[src/rtl/ones_mod3_sequencer.sv]
// ones_mod3_sequencer
//
// Frame-level controller for the serial ones-divisible-by-3 detector.
// The block accepts parallel words over a valid/ready handshake and shifts
// each word out LSB-first on a registered bit stream. It keeps the ones
// count of the frame modulo 3 across all words of the frame. When the word
// flagged as last has been fully shifted out, it presents one verdict for
// the frame and holds it until the consumer takes it.
//
// Ports:
//   clk        rising-edge clock
//   reset      asynchronous, active-high reset
//   in_valid   input word present
//   in_ready   block can accept a word (decoded from state only)
//   in_data    word to serialize, LSB first
//   in_last    marks in_data as the final word of its frame
//   x          serial bit stream (registered)
//   bit_valid  x carries a frame bit this cycle (registered)
//   out_valid  frame verdict available (registered)
//   out_ready  consumer takes the verdict
//   out_div3   1 when the frame ones count is a multiple of 3
//   out_words  words in the frame, saturating at 255

module ones_mod3_sequencer #(
    parameter int WIDTH = 8
) (
    input  logic             clk,
    input  logic             reset,
    input  logic             in_valid,
    output logic             in_ready,
    input  logic [WIDTH-1:0] in_data,
    input  logic             in_last,
    output logic             x,
    output logic             bit_valid,
    output logic             out_valid,
    input  logic             out_ready,
    output logic             out_div3,
    output logic [7:0]       out_words
);

    localparam int CW = $clog2(WIDTH + 1);

    typedef enum logic [1:0] {
        IDLE  = 2'd0,
        SHIFT = 2'd1,
        DONE  = 2'd2
    } state_t;

    state_t           state_q, state_d;
    logic [WIDTH-1:0] shreg_q, shreg_d;
    logic [CW-1:0]    cnt_q, cnt_d;
    logic             last_q, last_d;
    logic [1:0]       residue_q, residue_d;
    logic [7:0]       words_q, words_d;
    logic             x_q, x_d;
    logic             bit_valid_q, bit_valid_d;
    logic             out_valid_q, out_valid_d;
    logic             out_div3_q, out_div3_d;
    logic [7:0]       out_words_q, out_words_d;

    // Advance a mod-3 residue by one bit: a 1 steps 0->1->2->0.
    function automatic logic [1:0] bump(input logic [1:0] r, input logic b);
        if (!b)
            return r;
        return (r == 2'd2) ? 2'd0 : r + 2'd1;
    endfunction

    // State and datapath registers.
    always_ff @(posedge clk or posedge reset) begin
        if (reset) begin
            state_q     <= IDLE;
            shreg_q     <= '0;
            cnt_q       <= '0;
            last_q      <= 1'b0;
            residue_q   <= 2'd0;
            words_q     <= 8'd0;
            x_q         <= 1'b0;
            bit_valid_q <= 1'b0;
            out_valid_q <= 1'b0;
            out_div3_q  <= 1'b0;
            out_words_q <= 8'd0;
        end else begin
            state_q     <= state_d;
            shreg_q     <= shreg_d;
            cnt_q       <= cnt_d;
            last_q      <= last_d;
            residue_q   <= residue_d;
            words_q     <= words_d;
            x_q         <= x_d;
            bit_valid_q <= bit_valid_d;
            out_valid_q <= out_valid_d;
            out_div3_q  <= out_div3_d;
            out_words_q <= out_words_d;
        end
    end

    // Next-state logic.
    always_comb begin
        state_d = state_q;
        case (state_q)
            IDLE:    if (in_valid) state_d = SHIFT;
            SHIFT:   if (cnt_q == '0) state_d = last_q ? DONE : IDLE;
            DONE:    if (out_ready) state_d = IDLE;
            default: state_d = IDLE;
        endcase
    end

    // Datapath next values. Bit 0 is presented on x in the cycle right after
    // acceptance, so the shift register keeps only the remaining WIDTH-1
    // bits and cnt counts those. The residue absorbs each bit on the same
    // edge that puts it on x, so it is complete by the final SHIFT cycle,
    // where the verdict is latched.
    always_comb begin
        shreg_d     = shreg_q;
        cnt_d       = cnt_q;
        last_d      = last_q;
        residue_d   = residue_q;
        words_d     = words_q;
        x_d         = 1'b0;
        bit_valid_d = 1'b0;
        out_valid_d = out_valid_q;
        out_div3_d  = out_div3_q;
        out_words_d = out_words_q;
        case (state_q)
            IDLE: begin
                if (in_valid) begin
                    shreg_d     = in_data >> 1;
                    cnt_d       = CW'(WIDTH - 1);
                    last_d      = in_last;
                    words_d     = (words_q == 8'd255) ? 8'd255 : words_q + 8'd1;
                    x_d         = in_data[0];
                    bit_valid_d = 1'b1;
                    residue_d   = bump(residue_q, in_data[0]);
                end
            end
            SHIFT: begin
                if (cnt_q != '0) begin
                    x_d         = shreg_q[0];
                    bit_valid_d = 1'b1;
                    shreg_d     = shreg_q >> 1;
                    cnt_d       = cnt_q - CW'(1);
                    residue_d   = bump(residue_q, shreg_q[0]);
                end else if (last_q) begin
                    out_valid_d = 1'b1;
                    out_div3_d  = (residue_q == 2'd0);
                    out_words_d = words_q;
                end
            end
            DONE: begin
                if (out_ready) begin
                    out_valid_d = 1'b0;
                    residue_d   = 2'd0;
                    words_d     = 8'd0;
                end
            end
            default: ;
        endcase
    end

    // Outputs: in_ready is a pure state decode, the rest come from flops.
    always_comb begin
        in_ready  = (state_q == IDLE);
        x         = x_q;
        bit_valid = bit_valid_q;
        out_valid = out_valid_q;
        out_div3  = out_div3_q;
        out_words = out_words_q;
    end

endmodule

[config.mk]
export PLATFORM = sky130hd
export DESIGN_NAME = ones_mod3_sequencer
export DESIGN_NICKNAME = d
export VERILOG_FILES = /design/src/rtl/ones_mod3_sequencer.sv
export SDC_FILE = /design/constraint.sdc
export NUM_CORES = 1
export LEC_CHECK = 0
export CORE_ASPECT_RATIO = 0.6
export CORE_MARGIN = 1.5
export CORE_UTILIZATION = 43
export DETAILED_ROUTE_END_ITERATION = 8
export PLACE_DENSITY = 0.68
export SLEW_MARGIN = 10
export SYNTH_ARGS = -nofsm -noshare
export SYNTH_HDL_FRONTEND = slang
export SYNTH_SLANG_ARGS = --single-unit
[constraint.sdc]
create_clock -name clk -period 1.8 [get_ports clk]
set_clock_uncertainty 0.15 [all_clocks]
set_input_delay 0.36 -clock clk [delete_from_list [all_inputs] [get_ports clk]]
set_output_delay 0.36 -clock clk [all_outputs]
set_load 0.01 [all_outputs]
==> metrics.log <==
INFO  metric outcome = complete, but fails checks
INFO  metric violations = negative setup slack
INFO  metric dpl_worst_slack = -0.199 ns
INFO  metric post_synth_fa_ha_maj_area_fraction = 1.50%
INFO  metric max-clock-path-buffers = 2
INFO  metric maxClockFrequency = ~520 MHz
INFO  metric finalMaxSlewViolations = 0
INFO  metric crit_type = register to register
INFO  metric floorplan.die_area = 0.00429 mm^2
INFO  metric vias_post_dr = roughly 1,300
INFO  metric endpoint_kind = register
INFO  metric postLayoutCoreUtil = between 60% and 70%
INFO  metric post_synth_and_or_nand_nor_area_fraction = between 10% and 20%
INFO  metric tns = -1.09 ns
INFO  metric grt_remaining_overflow = 0
INFO  metric dr.pass1.iters = 4
INFO  metric cp.arrival = about 1.9 ns
INFO  metric worst-slew-pin-transition = approximately 0.27 ns
INFO  metric grt_pass1_vias = roughly 1,300
INFO  metric power.density_cell_area = approximately 1400 mW/mm^2
INFO  metric worstSetupStartpointType = register
INFO  metric numCtsBuffers = 5
INFO  metric routabilityCongestion = 0.886
INFO  metric die_y = 51.3 um
INFO  metric insertion_delay = ~0.28 ns
INFO  metric initial_antenna_violation_count = 0
INFO  metric synth_top_family_by_area = simple AND/OR/NAND/NOR gates
INFO  metric postSynthNetCount = between 150 and 200
INFO  metric fin_hold_ws = 0.276 ns
INFO  metric initial_util = 45.2%
INFO  metric drive_above_1_share = roughly a quarter
INFO  metric synth-seq-area-share = 53.9%
INFO  metric design_power_total = roughly 3.3 mW
INFO  metric grt_first_pass_wirelength = between 5000 and 6000 um
INFO  metric critical_path.top_delay_family = simple AND/OR/NAND/NOR gates
INFO  metric minimum_clock_period_after_layout = 1.91 ns
INFO  metric synth.area.mux_share = 11.0%
INFO  metric clkSlewWorstSetupHoldPaths = about 0.070 ns
INFO  metric design.portCount = 26
INFO  metric max-cap-violations = 0
INFO  metric clock_tree.root_cell = sky130_fd_sc_hd__clkbuf_8
INFO  metric io_buffers = 25
INFO  metric detail_route.drc_violations = 0
INFO  metric holdCritPathClass = input pin to asynchronous set/reset pin
INFO  metric diodes = 0
INFO  metric synth-compound-area-share = around 12%
INFO  metric fillers = between 200 and 300
INFO  metric unrepaired_setup_endpoints_after_global_routing = yes
INFO  metric worst_path_largest_cell_delay = 0.38 ns
INFO  metric floorplan.rows = 17
INFO  metric synth_seq_cells = 36
INFO  metric postSynthCellCount = about 160
INFO  metric netlist_area = 0.00167 mm^2
INFO  metric dp_hpwl = between 2000 and 3000 um
INFO  metric route.detailed.vias_per_inst = 5.26
INFO  metric post_layout_nonfiller_instances = between 200 and 300
INFO  metric async_set_or_reset_register_ratio_after_synthesis = 100%
INFO  metric track_usage = between 15 and 20%
INFO  metric leakage = ~1.1 nW
INFO  metric timing.critical_path.cells = inv_1 > ha_2 > nor3b_4 > and4b_2 > buf_12 > mux2_4
INFO  metric vdd_ir_drop_max = 0.877 mV
INFO  metric wl_per_cell = between 10 and 15 um
INFO  metric worst_path_max_delay_cell = sky130_fd_sc_hd__dfrtp_1
INFO  metric synth.distinct_cells = 35
INFO  metric synth-main-ff-cell = sky130_fd_sc_hd__dfrtp_1
INFO  metric clock-sinks = 36
INFO  metric postRouteWirelength = around 3800 um
INFO  metric setup_viol = 11
INFO  metric placed_instances = 240
INFO  metric cp_max_fo = 8
INFO  metric finalWorstSetupSlack = -0.112 ns
INFO  metric final-hold-violation-count = 0
INFO  metric tritoncts = yes
INFO  metric critical_path.n_buffers_inverters = 2
INFO  metric timing.max_slew.rel_slack = 81.8%
INFO  metric synthXorXnorAreaFrac = 0%
INFO  metric synth_enable_flop_cells = 0
INFO  metric fin_nets = roughly 220
INFO  metric dpl_cell_area = 0.00210 mm^2
INFO  metric detailedRoute.firstIterationViolations = 76
INFO  metric ctsHtreeMaxLevel = 2
INFO  metric hold_buffers = 0
INFO  metric fp.dieW = ~84 um
INFO  metric cp_data_required_time = around 1.8 ns
INFO  metric final_cell_area = approximately 0.0023 mm^2
INFO  metric grt_start_max_net_pins = 37
INFO  metric final_antenna_net_count = 0
INFO  metric yosysWarnings = 0
INFO  metric syn_avg_cell_area = ~11 um^2
INFO  metric layout_worst_path_cycle_share = 106%
INFO  metric area_delta_synth_final = 38.7%
INFO  metric coreArea = roughly 0.0037 mm^2
-- what timing repair did --
item / 4_1_cts / 5_1_grt
hold endpoints to repair: 0 / 0
resized for setup: 15 / 6
gates cloned: 0 / 1
setup endpoints to repair: 12 / 20
pin swaps: 2 / 2
setup buffers: 3 / 1
-- cells in the mapped netlist (3+ instances only) --
cell type / n / share of area, %
sky130_fd_sc_hd__dfrtp_1: 36 / 54
sky130_fd_sc_hd__nor2_1: 21 / 4.7
sky130_fd_sc_hd__a21oi_1: 13 / 3.9
sky130_fd_sc_hd__nand2_1: 13 / 2.9
sky130_fd_sc_hd__mux2_1: 11 / 7.4
sky130_fd_sc_hd__o21ai_0: 9 / 2.7
sky130_fd_sc_hd__mux2i_1: 6 / 3.6
sky130_fd_sc_hd__inv_1: 5 / 1.1
sky130_fd_sc_hd__nor3_1: 4 / 1.2
sky130_fd_sc_hd__a21o_1: 3 / 1.3
sky130_fd_sc_hd__nand2b_1: 3 / 1.1
-- area by class of cell --
class	count	area (um^2)	share of cell area (%)
multi-input cells	110	781	33.7
well taps	47	58.8	2.54
repair buffers	46	469	20.2
inverters	5	18.8	0.809
flip-flops and latches	36	902	38.9
clock buffers	8	90.1	3.88
-- sequential cells by signal, summed over array words and instances (netlist names), 2 cells and up --
signal and cells:
state_q 2, shreg_q 7, cnt_q 4, out_words 8, words_q 8, residue_q 2
-- final timing paths --
kind                            startpoint          to  slack (ns)  depth (start not counted)
worst max-delay path              cnt_q[0]    out_div3       -0.11                          6
worst min-delay path                 reset  shreg_q[6]        0.28                          3
worst max register to register    cnt_q[0]    out_div3       -0.11                          6
worst min register to register   out_valid   out_valid        0.36                          2
max in group asynchronous            reset  state_q[0]        1.02                          3
min in group clk                 out_valid   out_valid        0.36                          2
-- power by group --
| group | switching [mW] | internal (mW) | leakage [nW] |
|---|---|---|---|
| clock | 0.266 | 0.312 | 0.0455 |
| combinational | 0.612 | 0.788 | 0.559 |
| sequential | 0.210 | 1.07 | 0.453 |
| total | 1.09 | 2.17 | 1.06 |
-- logic make-up after synthesis --
family                     count (synthesis)
and+or+nand+nor                           58
DFF                                       36
AOI/OAI and AO/OA                         33
muxes                                     17
buffers and inverters                     11
adders and majority gates                  2
-- per-layer routing --
metal	share of wire (%)	global-route usage, %	up-vias
li1	-	-	646
met4	0.43	3.28	0
met3	5.1	4.52	2
met5	0	0	-
met2	44	27.0	36
met1	51	25.9	642
-- worst min-delay path: stages --
cell and delay, ns:
sky130_fd_sc_hd__clkdlybuf4s50_1 0.39, sky130_fd_sc_hd__inv_1 0.09, sky130_fd_sc_hd__buf_12 0.22
-- placed cells by master, fill, tap and decap left out, drive strengths merged, types with 2 or more instances in the layout --
master / netlist / layout
buf: 4 / 20
mux2: 11 / 11
nand2b: 3 / 3
o21ai: 11 / 11
clkdlybuf4s50: 0 / 24
ha: 2 / 2
nor3: 4 / 4
nand4b: 2 / 2
and3: 2 / 2
nor2b: 2 / 2
mux2i: 6 / 6
clkbuf: 2 / 9
a22o: 2 / 2
nand2: 13 / 13
a21o: 3 / 3
nor2: 22 / 22
inv: 5 / 5
nand3: 2 / 2
a21oi: 13 / 13
and4: 2 / 2
dfrtp: 36 / 36
No activity file was read; power rests on OpenSTA's default activity.
